### src/rtl/uart_pkg.sv
// Shared UART constants and types.
//   UART_DATA_W         : bits per received character
//   UART_RX_FIFO_DEPTH  : default receive FIFO depth
//   uart_char_t         : one received character
package uart_pkg;

  localparam int unsigned UART_DATA_W        = 8;
  localparam int unsigned UART_RX_FIFO_DEPTH = 16;

  typedef logic [UART_DATA_W-1:0] uart_char_t;

endpackage : uart_pkg

### src/rtl/uart_rx_fifo_if.sv
// Handshake and status bundle between the UART receive FIFO and its users.
//   master : receiver/consumer side (drives wr_en, wr_data, rd_en)
//   slave  : FIFO side (drives rd_data, rd_valid, flags, level, pulses)
interface uart_rx_fifo_if
  import uart_pkg::*;
#(
  parameter int unsigned DATA_W = UART_DATA_W,
  parameter int unsigned DEPTH  = UART_RX_FIFO_DEPTH
);

  localparam int unsigned LVL_W = $clog2(DEPTH) + 1;

  logic              wr_en;
  logic [DATA_W-1:0] wr_data;
  logic              rd_en;
  logic [DATA_W-1:0] rd_data;
  logic              rd_valid;
  logic              fifo_full;
  logic              fifo_empty;
  logic [LVL_W-1:0]  level;
  logic              overflow;
  logic              underflow;

  modport master (
    output wr_en, wr_data, rd_en,
    input  rd_data, rd_valid, fifo_full, fifo_empty, level, overflow, underflow
  );

  modport slave (
    input  wr_en, wr_data, rd_en,
    output rd_data, rd_valid, fifo_full, fifo_empty, level, overflow, underflow
  );

endinterface : uart_rx_fifo_if

### src/rtl/uart_fifo_mem.sv
// Simple dual-port register array: one write port, one registered read port.
//   clk, rst         : clock, synchronous active-high reset (read register only)
//   wr_en/addr/data  : write port
//   rd_en/addr       : read request; rd_data updates on the next edge and
//                      holds otherwise. Storage itself is never cleared.
module uart_fifo_mem #(
  parameter int unsigned DATA_W = 8,
  parameter int unsigned DEPTH  = 16
) (
  input  logic                     clk,
  input  logic                     rst,
  input  logic                     wr_en,
  input  logic [$clog2(DEPTH)-1:0] wr_addr,
  input  logic [DATA_W-1:0]        wr_data,
  input  logic                     rd_en,
  input  logic [$clog2(DEPTH)-1:0] rd_addr,
  output logic [DATA_W-1:0]        rd_data
);

  logic [DATA_W-1:0] mem [DEPTH];

  // Storage array, no reset.
  always_ff @(posedge clk) begin
    if (wr_en) begin
      mem[wr_addr] <= wr_data;
    end
  end

  // Registered read port.
  always_ff @(posedge clk) begin
    if (rst) begin
      rd_data <= '0;
    end else if (rd_en) begin
      rd_data <= mem[rd_addr];
    end
  end

endmodule : uart_fifo_mem

### src/rtl/uart_rx_fifo.sv
// UART receive FIFO: buffers deserialized characters for the consumer.
//   clk, rst : clock, synchronous active-high reset
//   bus      : slave side of uart_rx_fifo_if (write/read requests in;
//              read data, valid pulse, full/empty/level, overflow/underflow out)
// All outputs are registered; full/empty come from the occupancy count.
module uart_rx_fifo
  import uart_pkg::*;
#(
  parameter int unsigned DATA_W = UART_DATA_W,
  parameter int unsigned DEPTH  = UART_RX_FIFO_DEPTH
) (
  input logic           clk,
  input logic           rst,
  uart_rx_fifo_if.slave bus
);

  localparam int unsigned PTR_W = $clog2(DEPTH);
  localparam int unsigned LVL_W = PTR_W + 1;

  logic [PTR_W-1:0] wr_ptr;
  logic [PTR_W-1:0] rd_ptr;
  logic [LVL_W-1:0] level_q;
  logic             wr_acc_c;
  logic             rd_acc_c;
  logic [LVL_W-1:0] level_nxt_c;

  // A full FIFO still takes a write when a read frees a slot in the same cycle.
  always_comb begin
    wr_acc_c    = bus.wr_en && (!bus.fifo_full || bus.rd_en);
    rd_acc_c    = bus.rd_en && !bus.fifo_empty;
    level_nxt_c = level_q;
    case ({wr_acc_c, rd_acc_c})
      2'b10:   level_nxt_c = level_q + LVL_W'(1);
      2'b01:   level_nxt_c = level_q - LVL_W'(1);
      default: level_nxt_c = level_q;
    endcase
  end

  // Pointers, occupancy, flags and diagnostic pulses.
  always_ff @(posedge clk) begin
    if (rst) begin
      wr_ptr         <= '0;
      rd_ptr         <= '0;
      level_q        <= '0;
      bus.fifo_full  <= 1'b0;
      bus.fifo_empty <= 1'b1;
      bus.rd_valid   <= 1'b0;
      bus.overflow   <= 1'b0;
      bus.underflow  <= 1'b0;
    end else begin
      if (wr_acc_c) wr_ptr <= wr_ptr + PTR_W'(1);
      if (rd_acc_c) rd_ptr <= rd_ptr + PTR_W'(1);
      level_q        <= level_nxt_c;
      bus.fifo_full  <= (level_nxt_c == LVL_W'(DEPTH));
      bus.fifo_empty <= (level_nxt_c == '0);
      bus.rd_valid   <= rd_acc_c;
      bus.overflow   <= bus.wr_en && bus.fifo_full && !bus.rd_en;
      bus.underflow  <= bus.rd_en && bus.fifo_empty;
    end
  end

  assign bus.level = level_q;

  uart_fifo_mem #(
    .DATA_W (DATA_W),
    .DEPTH  (DEPTH)
  ) u_mem (
    .clk     (clk),
    .rst     (rst),
    .wr_en   (wr_acc_c),
    .wr_addr (wr_ptr),
    .wr_data (bus.wr_data),
    .rd_en   (rd_acc_c),
    .rd_addr (rd_ptr),
    .rd_data (bus.rd_data)
  );

endmodule : uart_rx_fifo
### src/flat_wrapper.sv
// flat-port wrapper written by rule: the top's interface ports become plain ports
module uart_rx_fifo_flat import uart_pkg::*;
#(
  parameter int unsigned DATA_W = UART_DATA_W,
  parameter int unsigned DEPTH  = UART_RX_FIFO_DEPTH
)
  (clk, rst, bus_wr_en, bus_wr_data, bus_rd_en, bus_rd_data, bus_rd_valid, bus_fifo_full, bus_fifo_empty, bus_level, bus_overflow, bus_underflow);
  uart_rx_fifo_if #(.DATA_W(DATA_W), .DEPTH(DEPTH)) bus_i ();
  input logic clk;
  input logic rst;
  input wire logic [$bits(bus_i.wr_en)-1:0] bus_wr_en;
  input wire logic [$bits(bus_i.wr_data)-1:0] bus_wr_data;
  input wire logic [$bits(bus_i.rd_en)-1:0] bus_rd_en;
  output wire logic [$bits(bus_i.rd_data)-1:0] bus_rd_data;
  output wire logic [$bits(bus_i.rd_valid)-1:0] bus_rd_valid;
  output wire logic [$bits(bus_i.fifo_full)-1:0] bus_fifo_full;
  output wire logic [$bits(bus_i.fifo_empty)-1:0] bus_fifo_empty;
  output wire logic [$bits(bus_i.level)-1:0] bus_level;
  output wire logic [$bits(bus_i.overflow)-1:0] bus_overflow;
  output wire logic [$bits(bus_i.underflow)-1:0] bus_underflow;
  assign bus_i.wr_en = bus_wr_en;
  assign bus_i.wr_data = bus_wr_data;
  assign bus_i.rd_en = bus_rd_en;
  assign bus_rd_data = bus_i.rd_data;
  assign bus_rd_valid = bus_i.rd_valid;
  assign bus_fifo_full = bus_i.fifo_full;
  assign bus_fifo_empty = bus_i.fifo_empty;
  assign bus_level = bus_i.level;
  assign bus_overflow = bus_i.overflow;
  assign bus_underflow = bus_i.underflow;
  uart_rx_fifo #(.DATA_W(DATA_W), .DEPTH(DEPTH)) u_core (.clk(clk), .rst(rst), .bus(bus_i));
endmodule
### config.mk
export PLATFORM = sky130hd
export DESIGN_NAME = uart_rx_fifo_flat
export DESIGN_NICKNAME = d
export VERILOG_FILES = /design/src/rtl/uart_pkg.sv /design/src/rtl/uart_rx_fifo_if.sv /design/src/rtl/uart_fifo_mem.sv /design/src/rtl/uart_rx_fifo.sv /design/src/flat_wrapper.sv
export SDC_FILE = /design/constraint.sdc
export NUM_CORES = 1
export LEC_CHECK = 0
export ABC_AREA = 1
export BUFFER_PORTS_ARGS = -buffer_cell sky130_fd_sc_hd__clkbuf_2
export CELL_PAD_IN_SITES_DETAIL_PLACEMENT = 0
export CELL_PAD_IN_SITES_GLOBAL_PLACEMENT = 1
export CORE_UTILIZATION = 45
export DETAILED_ROUTE_END_ITERATION = 16
export PLACE_DENSITY = 0.7
export SLEW_MARGIN = 25
export SYNTH_ARGS = -nofsm -noshare
export SYNTH_HDL_FRONTEND = slang
export SYNTH_SLANG_ARGS = --single-unit
### constraint.sdc
create_clock -name clk -period 2.4 [get_ports clk]
set_clock_uncertainty 0.2 [all_clocks]
set_input_delay 0.72 -clock clk [delete_from_list [all_inputs] [get_ports clk]]
set_output_delay 0.72 -clock clk [all_outputs]
set_load 0.02 [all_outputs]
* Word level (Yosys, flattened, before mapping) *
Memory sizes are Yosys's and may differ from the RTL's. A register that Yosys moved wholly into a read port is not among the register bits.
Index checks and enable logic that the tools add are counted.

word-level totals
  register bits = 18
  bits in latches = 0
  bits in writable memories = 128
  bits in read-only memories = 0
  input port bits = 12
  output and inout port bits = 18
  word-level logic and storage cells = 29
  memories kept = 1

operators by class
  add/sub/neg operators = 4
  $mul = 0
  div/mod/pow operators = 0
  order comparisons = 0
  equality and inequality tests = 3
  shift operators = 0
  mux-type cells = 3
  bitwise logic cells = 0
  reduce and logical (&&, ||, !) cells = 10

memories
  name              words  bits a word  read ports  clocked after memory_dff  write ports  line                 RTL
  u_core.u_mem.mem  16     8            1           1                         1            uart_fifo_mem.sv:20  logic [DATA_W-1:0] mem [DEPTH];

operators with widths
  operator               number
  $pmux W5 S2            1
  $add A4 B1 Y4 const B  2
  $add A5 B1 Y5 const B  1
  $eq A5 B5 Y1 const B   1
  $logic_and A1 B1 Y1    5
  $logic_not A5 Y1       1
  $sub A5 B1 Y5 const B  1
  $logic_not A1 Y1       3
  $eq A2 B1 Y1 const B   1
  $eq A2 B2 Y1 const B   1
  $mux W1                2
  $logic_or A1 B1 Y1     1

* Logic depth before layout (Yosys ltp) *
Gate-level depths: netlist (run 1).

  depth in word-level cells = 6
  mapped depth = 14
  depth with buffers taken out = 14

* By module *
A second synthesis (run 1) with hierarchy kept.

unflattened totals
  cell total of the unflattened synthesis = 611
  area total of the unflattened synthesis = 6465.0 µm²

by module, submodules not included
  module         times used  cells each  area each (µm²)  sequential area each (µm²)
  uart_fifo_mem  1           490         5577.8           4003.8
  uart_rx_fifo   1           121         887.1            360.3

* Least setup slack after synthesis (run 1) *
Ideal clock, no wire load.

  path type = input -> register
  start = input port bus_rd_en
  end = register u_core.bus.fifo_empty
  library setup time = 0.069 ns
  data arrival time = 1.924 ns
  required time = 2.131 ns
  slack = 0.208 ns
  stages = 9
  buffers on the path = 1
  cells stage by stage = inv_2 nor2_4 buf_2 ha_1 o21ai_0 nand2_1 nor2_1 nand3_1 o21ai_1

on the way
  longest elaborated chain between the ends = 5
  elaborated cells between the ends (all ways) = 7
  classes of those cells = eq/ne: 2; mux: 1; reduce/logical: 4

RTL lines
  element                                       line                   RTL
  start: declaration                            flat_wrapper.sv:13     input wire logic [$bits(bus_i.rd_en)-1:0] bus_rd_en;
  $logic_or A1 B1 Y1                            uart_rx_fifo.sv:29     wr_acc_c = bus.wr_en && (!bus.fifo_full || bus.rd_en);
  $logic_and A1 B1 Y1                           uart_rx_fifo.sv:29
  $eq A2 B1 Y1 or $eq A2 B2 Y1 (tied branches)  uart_rx_fifo.sv:32     case ({wr_acc_c, rd_acc_c})
  $pmux W5 S2 (*)                               uart_rx_fifo.sv:32
  $logic_not A5 Y1 (*)                          uart_rx_fifo.sv:55     bus.fifo_empty <= (level_nxt_c == '0);
  end signal: assignment                        uart_rx_fifo.sv:55
  end: declaration                              uart_rx_fifo_if.sv:31  output rd_data, rd_valid, fifo_full, fifo_empty, level, overflow, underflow

Every way passes the cells marked *; elsewhere a longest branch is shown, timed or not.
A chain may end at the register's enable or synchronous reset.

* Worst setup path in the final report (run 1) *
  start = input port bus_wr_en
  end = register u_core.bus.fifo_empty

on the way
  longest elaborated chain between the ends = 4
  elaborated cells between the ends (all ways) = 5
  classes of those cells = eq/ne: 2; mux: 1; reduce/logical: 2

RTL lines
  element                                       line                RTL
  start: declaration                            flat_wrapper.sv:11  input wire logic [$bits(bus_i.wr_en)-1:0] bus_wr_en;
  $logic_and A1 B1 Y1 (*)                       uart_rx_fifo.sv:29
  $eq A2 B1 Y1 or $eq A2 B2 Y1 (tied branches)  uart_rx_fifo.sv:32
  $pmux W5 S2 (*)                               uart_rx_fifo.sv:32
  $logic_not A5 Y1 (*)                          uart_rx_fifo.sv:55

Marks and branches as above.

==> qor.log, run 1 <==
qor: timing.unrepaired_setup_endpoints_after_global_routing false
qor: clock_tree.holdBufCountCts 0
qor: finish.antenna-diode-count 0
qor: finish.num-nets-final 604
qor: die.die_h 120 um
qor: worst_setup_path.critical_path_buf_inv_count 3
qor: global_routing.globalRoute.totalOverflow 0
qor: finish.most-common-layout-cells edfxtp_1 (128), nor2_1 (109), o21ai_0 (51)
qor: timing.maxSlewHeadroom 0.594
qor: worst_setup_path.crit_path_cell_trace clkbuf_2 -> inv_1 -> nand3_2 -> nand2_1 -> nand2_1 -> ha_1 -> inv_1 -> nand2_1 -> nand3b_1 -> nand3_1 -> nand2_1 -> nor2_1 -> nand3_1 -> o21ai_1
qor: clock_tree.cts_root_buf clkbuf_16
qor: synthesis.postSynthRegisterBits 154
qor: pwr.total_power 0.00644 W
qor: synthesis.synth_fp_nets 550
qor: worst_setup_path.critical_path.slowest_cell ha_1
qor: finish.mostFrequentLayoutCell edfxtp_1
qor: finish.final_layout_size_suffix_gt1_frac 0.157
qor: die.initial_core_util 0.467
qor: die.floorplan.die_area 14300 um^2
qor: flow_run.cap_violations 0
qor: route.drtIter0Drc 305
qor: worst_setup_path.cp_common_cell nand2_1
qor: clock_tree.cts_post_setup_buffers_inserted 0
qor: finish.regArea 4370 um^2
qor: finish.final_instance_area 7240 um^2
qor: finish.area_delta_synth_final 16.3%
qor: timing.finalWorstSetupSlack 409 ps
qor: worst_setup_path.critical_path_peak_fanout 5
qor: min_path.timing.hold.worst.class register to register
qor: synthesis.synth.yosys.seq_area_share 0.701
qor: finish.multi_input_comb_area 1590 um^2
qor: pwr.power-per-cell-area 889 nW/um^2
qor: clock_tree.cts.repair.resized 0
qor: synthesis.post_synth_inst_count 531
qor: synthesis.post_synth.cell_area_avg 11.7 um^2
qor: global_routing.grt_antenna_before_repair 0
qor: clock_tree.tritoncts built
qor: timing.finalCriticalPeriod 1990 ps
qor: timing.fmax 0.502 GHz
qor: synthesis.synth.lib_cells_used.distinct 26
qor: placed_design.placer_s_final_routability_congestion_estimate 0.853
qor: route.routedWlPerCell 17.3 um
qor: placed_design.port-buffer-count 29
qor: route.first_pass_iters 4
qor: placed_design.detailed_placer_s_ending_hpwl 8840 um
qor: placed_design.pre_cts_slack 0.648 ps
qor: die.floorplan.die.width 120 um
qor: route.post_drt_via_cell_ratio 5.33
qor: global_routing.grt_first_pass_wirelength 21400 um
qor: status.status complete, no violations
qor: clock_tree.cts.htree.levels 4
qor: clock_tree.cts_made_buffers 17
qor: worst_setup_path.arrival 2150 ps
qor: route.route.final.wire_length 13400 um
qor: timing.min_period_over_period 0.830
qor: pwr.total_leakage_power 2.65 nW
qor: global_routing.grtUsageTotal 0.205
qor: timing.final_hold_viol_count 0
qor: finish.n_fill_cell 1161
qor: global_routing.grt_max_degree 35
qor: placed_design.placement.cell_area 6700 um^2
qor: clock_tree.path_clk_slew 60 ps
qor: worst_setup_path.setup.worst_path.start_class input pin
qor: die.num_io_pins 30
qor: die.coreArea 13300 um^2
qor: route.drt_drc_violations_left 0
qor: die.rows 42
qor: clock_tree.clockBufferDepth 2
qor: timing.setup-violations-final 0
qor: route.drt_antenna_net_count 0
qor: timing.hold_ws 272 ps
qor: worst_setup_path.timing.critical_path.to_type register
qor: pwr.peakVddDrop 587 uV
qor: clock_tree.clock-sinks 154
qor: worst_setup_path.timing.critical_path.max_delay_family simple AND/OR/NAND/NOR gates
qor: timing.maxSlewViolCount 0
qor: clock_tree.worstSkewPairLatency 430 ps
qor: worst_setup_path.worstSetupPathType input pin to register
qor: worst_setup_path.crit_required 2560 ps
qor: timing.worst-slew-pin-transition 605 ps
qor: synthesis.syn_area 6230 um^2
qor: timing.tns 0 ps
qor: worst_setup_path.max_stage_delay 190 ps
qor: synthesis.yosysWarningCount 0
qor: route.route.vias.total 4128
qor: global_routing.first_global_vias 3975
## flip-flops by register name (all words and copies together) (netlist names)
name and cells:
u_core.rd_ptr 4, u_core.bus.fifo_full 1, u_core.bus.overflow 1, u_core.bus.underflow 1, u_core.bus.fifo_empty 1, u_core.u_mem.mem 128
u_core.bus.level 5, u_core.u_mem.rd_data 8, u_core.bus.rd_valid 1, u_core.wr_ptr 4
## synthesized netlist by cell type
cell,number,area share
edfxtp_1,128,0.62
nor2_1,109,0.066
o21ai_0,51,0.041
nand2_1,42,0.025
nand3_1,31,0.025
dfxtp_1,26,0.084
inv_1,26,0.016
o221ai_1,26,0.037
o21ai_1,24,0.019
clkbuf_1,11,0.0066
a21oi_1,8,0.0064
buf_2,8,0.0064
ha_1,7,0.014
o22ai_1,6,0.0060
buf_6,5,0.0090
inv_2,4,0.0024
o211ai_1,4,0.0048
nor3_1,3,0.0024
buf_1,2,0.0012
buf_4,2,0.0024
clkinv_1,2,0.0012
nand4_1,2,0.0020
nand3_2,1,0.0016
nand3b_1,1,0.0012
nor2_4,1,0.0018
xor2_1,1,0.0014
## worst register-to-register path, cell delays in order, from the launching register on
cell and delay (ps):
dfxtp_1 400, inv_1 110, nand3_1 90, nand2_1 80
ha_1 190, inv_1 60, nand2_1 70, nand3b_1 170
nand3_1 110, nand2_1 50, nor2_1 80, nand3_1 120
o21ai_1 130
## cell families after synthesis
family,synth area share
adders and majority gates,0.0141
AOI/OAI and AO/OA,0.114
xor gates and xnor gates,0.00141
DFF,0.701
and+or+nand+nor,0.125
buffers and inverters,0.0450
## per-stage QoR
step | utilization | cells
after floorplan | - | 531
after global placement | 0.502 | 742
after detailed placement | 0.502 | 742
after CTS | 0.543 | 774
after global routing | 0.543 | 774
final | 0.543 | 774
## layer usage
layer | up-vias | track usage | share of wire
met4 | 0 | 0.0945 | 0.017
met1 | 1989 | 0.281 | 0.48
met3 | 19 | 0.0428 | 0.038
li1 | 2025 | - | -
met5 | - | 0 | 0
met2 | 95 | 0.316 | 0.47
## report_power, final
part           switching (W)  internal, W
logic               0.000607     0.000313
registers          0.0000616      0.00298
clock network       0.000989      0.00149
## final cells by class
cell class | count | share of cell area
flip-flops and latches | 154 | 0.603
multi-input cells | 317 | 0.219
clock buffers | 18 | 0.0592
repair buffers | 63 | 0.0570
well taps | 176 | 0.0304
inverters | 32 | 0.0166
clock inverters | 14 | 0.0154
## final timing paths
check | start | end | slack [ps] | depth (start not counted)
max | bus_wr_en | u_core.bus.fifo_empty$_SDFF_PP1_ | 410 | 14
min | u_core.bus.fifo_full$_SDFF_PP0_ | u_core.bus.overflow$_SDFF_PP0_ | 270 | 2
max reg2reg | u_core.bus.level[1]$_SDFF_PP0_ | u_core.bus.fifo_empty$_SDFF_PP1_ | 480 | 12
min reg2reg | u_core.bus.fifo_full$_SDFF_PP0_ | u_core.bus.overflow$_SDFF_PP0_ | 270 | 2
Note: power is estimated with default switching activity, not from simulation.
==> run 2: changes to the inputs <==
Settings changed: ABC_AREA 1 to 0, PLACE_DENSITY 0.7 to 0.69.
Clock period 2.4 ns to 1.8 ns, I/O delays scaled along.
==> qor.log, run 2 <==
qor: pwr.pint 0.00687 W [was 0.00478 W]
qor: worst_setup_path.critical_path.slowest_cell dfxtp_1 [was ha_1]
qor: route.drtIter0Drc 253 [was 305]
qor: min_path.worst_hold_path_endpoint u_core.bus.underflow$_SDFF_PP0_ [was u_core.bus.overflow$_SDFF_PP0_]
qor: timing.unrepaired_setup_endpoints_after_global_routing true [was false]
qor: clock_tree.cts_made_buffers 17 [unchanged]
qor: synthesis.synthFlopType edfxtp_1 [unchanged]
qor: pwr.power_frac_seq 0.454 [was 0.472]
qor: die.rows 42 [unchanged]
qor: timing.final_hold_viol_count 0 [unchanged]
qor: die.num_io_pins 30 [unchanged]
qor: worst_setup_path.r2r_setup_slack -290 ps [was 480 ps]
qor: global_routing.globalRoute.totalOverflow 0 [unchanged]
qor: timing.maxSlewHeadroom 0.577 [was 0.594]
qor: die.die_h 118 um [was 120 um]
qor: min_path.timing.hold.worst.class input pin to register [was register to register]
qor: timing.worst-slew-pin-transition 632 ps [was 605 ps]
qor: synthesis.synth_area_leaders edfxtp_1 (63%), mux4_2 (12%), dfxtp_1 (8.5%), nor2_1 (2.3%), a22oi_1 (2.1%) [was edfxtp_1 (62%), dfxtp_1 (8.4%), nor2_1 (6.6%), o21ai_0 (4.1%), o221ai_1 (3.7%)]
qor: worst_setup_path.critical_path_peak_fanout 6 [was 5]
qor: finish.largest_reg_flops 128 [unchanged]
qor: global_routing.grt_max_degree 30 [was 35]
qor: worst_setup_path.timing.critical_path.to_type register [unchanged]
qor: finish.final_core_utilization 0.602 [was 0.543]
qor: synthesis.post_synth.cell_area_avg 17.3 um^2 [was 11.7 um^2]
qor: worst_setup_path.max_stage_delay 400 ps [was 190 ps]
qor: clock_tree.cts.htree.levels 4 [unchanged]
qor: synthesis.synth_top_cell_by_area edfxtp_1 [unchanged]
qor: pwr.power.switching_fraction 0.239 [was 0.257]
qor: worst_setup_path.arrival 2250 ps [was 2150 ps]
qor: global_routing.grt_antenna_before_repair 0 [unchanged]
qor: pwr.comb_power_share 0.182 [was 0.143]
qor: flow_run.cap_violations 0 [unchanged]
qor: finish.final_layout_size_suffix_gt1_frac 0.454 [was 0.157]
qor: worst_setup_path.setup.worst_path.start_class register [was input pin]
qor: die.initial_core_util 0.461 [was 0.467]
qor: route.drt_antenna_net_count 0 [unchanged]
qor: worst_setup_path.crit-reg2reg-capture u_core.bus.fifo_full$_SDFF_PP0_ [was u_core.bus.fifo_empty$_SDFF_PP1_]
qor: clock_tree.worstSkewPairLatency 410 ps [was 430 ps]
qor: finish.n_fill_cell 1014 [was 1161]
qor: die.coreArea 13200 um^2 [was 13300 um^2]
qor: route.first_pass_iters 4 [unchanged]
qor: status.status finished with violations [was complete, no violations]
qor: status.failed_checks setup timing
qor: finish.num-nets-final 449 [was 604]
qor: timing.fmax 0.479 GHz
qor: clock_tree.clock-sinks 154 [unchanged]
qor: finish.mostFrequentLayoutCell edfxtp_1 [unchanged]
qor: route.post_drt_via_cell_ratio 5.31 [was 5.33]
qor: pwr.power-per-cell-area 1130 nW/um^2 [was 889 nW/um^2]
qor: finish.most-common-layout-cells edfxtp_1 (128), mux4_2 (32), clkbuf_2 (25) [was edfxtp_1 (128), nor2_1 (109), o21ai_0 (51)]
qor: timing.finalCriticalPeriod 2090 ps
qor: pwr.peakVddDrop 759 uV [was 587 uV]
qor: pwr.clock_network_fraction_of_design_power 0.364 [was 0.385]
qor: placed_design.port-buffer-count 29 [unchanged]
qor: timing.finalWorstSetupSlack -287 ps [was 409 ps]
qor: placed_design.detailed_placer_s_ending_hpwl 8160 um [was 8840 um]
qor: placed_design.pre_cts_slack -683 ps [was 0.648 ps]
qor: placed_design.placement.cell_area 7090 um^2 [was 6700 um^2]
qor: worst_setup_path.worstSetupPathType register to register [was input pin to register]
qor: worst_setup_path.crit_required 1960 ps [was 2560 ps]
qor: timing.setup-violations-final 13 [was 0]
qor: clock_tree.cts_root_buf clkbuf_16 [unchanged]
qor: finish.area_delta_synth_final 30.7% [was 16.3%]
qor: worst_setup_path.crit_path_cell_trace nand2b_4 -> and2_4 -> inv_4 -> ha_4 -> buf_4 -> nor3b_1 -> nand2_1 -> o211ai_2 -> xnor2_2 -> and4bb_1 [was clkbuf_2 -> inv_1 -> nand3_2 -> nand2_1 -> nand2_1 -> ha_1 -> inv_1 -> nand2_1 -> nand3b_1 -> nand3_1 -> nand2_1 -> nor2_1 -> nand3_1 -> o21ai_1]
qor: clock_tree.clockBufferDepth 2 [unchanged]
qor: synthesis.yosysWarningCount 0 [unchanged]
qor: synthesis.yosysMostFrequentCell edfxtp_1 [unchanged]
qor: synthesis.synthDominantCellAreaShare 0.630 [was 0.617]
qor: pwr.power_switching 0.00216 W [was 0.00166 W]
qor: pwr.total_power 0.00903 W [was 0.00644 W]
qor: worst_setup_path.r2r-start u_core.bus.fifo_full$_SDFF_PP0_ [was u_core.bus.level[1]$_SDFF_PP0_]
qor: synthesis.synth.lib_cells_used.distinct 38 [was 26]
qor: timing.maxSlewViolCount 0 [unchanged]
qor: synthesis.post_synth_inst_count 353 [was 531]
qor: global_routing.first_global_vias 3453 [was 3975]
qor: global_routing.grt_first_pass_wirelength 19500 um [was 21400 um]
qor: synthesis.synth_fp_nets 372 [was 550]
qor: route.route.final.wire_length 12200 um [was 13400 um]
qor: pwr.total_leakage_power 2.65 nW [about the same]
qor: finish.antenna-diode-count 0 [unchanged]
qor: finish.largest-register u_core.u_mem.mem [unchanged]
qor: synthesis.synth.yosys.seq_area_share 0.716 [was 0.701]
qor: min_path.hold_depth 3 [was 2]
qor: finish.regArea 4380 um^2 [was 4370 um^2]
qor: clock_tree.path_clk_slew 60 ps [about the same]
qor: synthesis.synth_edf_count 128 [unchanged]
qor: route.routedWlPerCell 19.8 um [was 17.3 um]
qor: finish.multi_input_comb_area 1920 um^2 [was 1590 um^2]
qor: die.floorplan.die.width 118 um [was 120 um]
qor: synthesis.synth_commonest_cells edfxtp_1 (128), nor2_1 (37), mux4_2 (32) [was edfxtp_1 (128), nor2_1 (109), o21ai_0 (51)]
qor: timing.min_period_over_period 1.16
qor: route.drt_drc_violations_left 0 [unchanged]
qor: synthesis.syn_area 6100 um^2 [was 6230 um^2]
qor: die.floorplan.die_area 14000 um^2 [was 14300 um^2]
qor: synthesis.async_flop_share 0 [unchanged]
qor: synthesis.postSynthRegisterBits 154 [unchanged]
qor: clock_tree.holdBufCountCts 0 [unchanged]
qor: clock_tree.tritoncts built [unchanged]
qor: placed_design.placer_s_final_routability_congestion_estimate 0.738 [was 0.853]
qor: route.route.vias.total 3287 [was 4128]
qor: global_routing.grtUsageTotal 0.194 [was 0.205]
qor: finish.final_instance_area 7970 um^2 [was 7240 um^2]
qor: worst_setup_path.worst-r2r-cell-count 10 [was 12]
qor: min_path.hold_path.startpoint bus_rd_en [was u_core.bus.fifo_full$_SDFF_PP0_]
[run 2: stage by stage]
stage	instances	TNS, ps	hold WS (ps)
global route	619	-3710	182
global placement	580	-43550	265
CTS	617	-2290	156
finish	619	-2180	169
detailed placement	580	-46500	283
floorplan	353	-8260	304
[run 2: area by class of cell]
cell class,count,area share
timing repair buffer,80,0.111
tap,176,0.0276
inverter,4,0.00220
clock buffer,20,0.0548
multi-input combinational,173,0.241
clock inverter,12,0.0133
sequential,154,0.549
[run 2: power groups by stage]
| stage | Clock (W) | Combinational [W] | Sequential, W |
|---|---|---|---|
| after floorplan | 0 | 0.000907 | 0.00422 |
| after global placement | 0 | 0.00135 | 0.00415 |
| final | 0.00329 | 0.00165 | 0.00410 |
| after global routing | 0.00349 | 0.00177 | 0.00411 |
| after CTS | 0.00335 | 0.00163 | 0.00409 |
| after detailed placement | 0 | 0.00137 | 0.00415 |
[run 2: worst max-delay path: cells and delay by family, from the launching register on]
family | cells | cell delay [ps]
compound gates | 1 | 100
xor+xnor | 1 | 150
fa+ha+maj | 1 | 210
buf+inv | 2 | 220
flops | 1 | 400
simple gates | 5 | 750
[run 2: how the worst max path moves through the flow]
stage	start	endpoint	slack [ps]	cells past startpoint
floorplan	bus_rd_en	u_core.bus.fifo_full$_SDFF_PP0_	-590	8
CTS	u_core.bus.fifo_empty$_SDFF_PP1_	u_core.bus.fifo_full$_SDFF_PP0_	-280	8
finish	u_core.bus.fifo_full$_SDFF_PP0_	u_core.bus.fifo_full$_SDFF_PP0_	-290	10
global placement	bus_rd_en	u_core.bus.fifo_full$_SDFF_PP0_	-640	9
detailed placement	bus_rd_en	u_core.bus.fifo_full$_SDFF_PP0_	-680	9
global route	u_core.bus.fifo_empty$_SDFF_PP1_	u_core.bus.fifo_full$_SDFF_PP0_	-380	8
[run 2: kinds of logic after synthesis]
family                     share of synthesized area
adders and majority gates                     0.0144
DFF                                            0.716
buffers and inverters                         0.0213
muxes                                          0.123
and+or+nand+nor                               0.0616
xor gates and xnor gates                      0.0170
AOI/OAI and AO/OA                             0.0468
[run 2: repair_timing]
item / CTS / global route
setup endpoints to repair: 59 / 26
pin swaps: 11 / 10
gates cloned: 2 / 1
resized for setup: 53 / 7
setup buffers: 4 / 2
[run 2: metal layers]
metal | track usage | up-vias | share of wire
met1 | 0.266 | 1671 | 0.45
met3 | 0.0550 | 17 | 0.046
met5 | 0 | - | 0
li1 | - | 1533 | -
met4 | 0.0672 | 0 | 0.017
met2 | 0.298 | 66 | 0.49
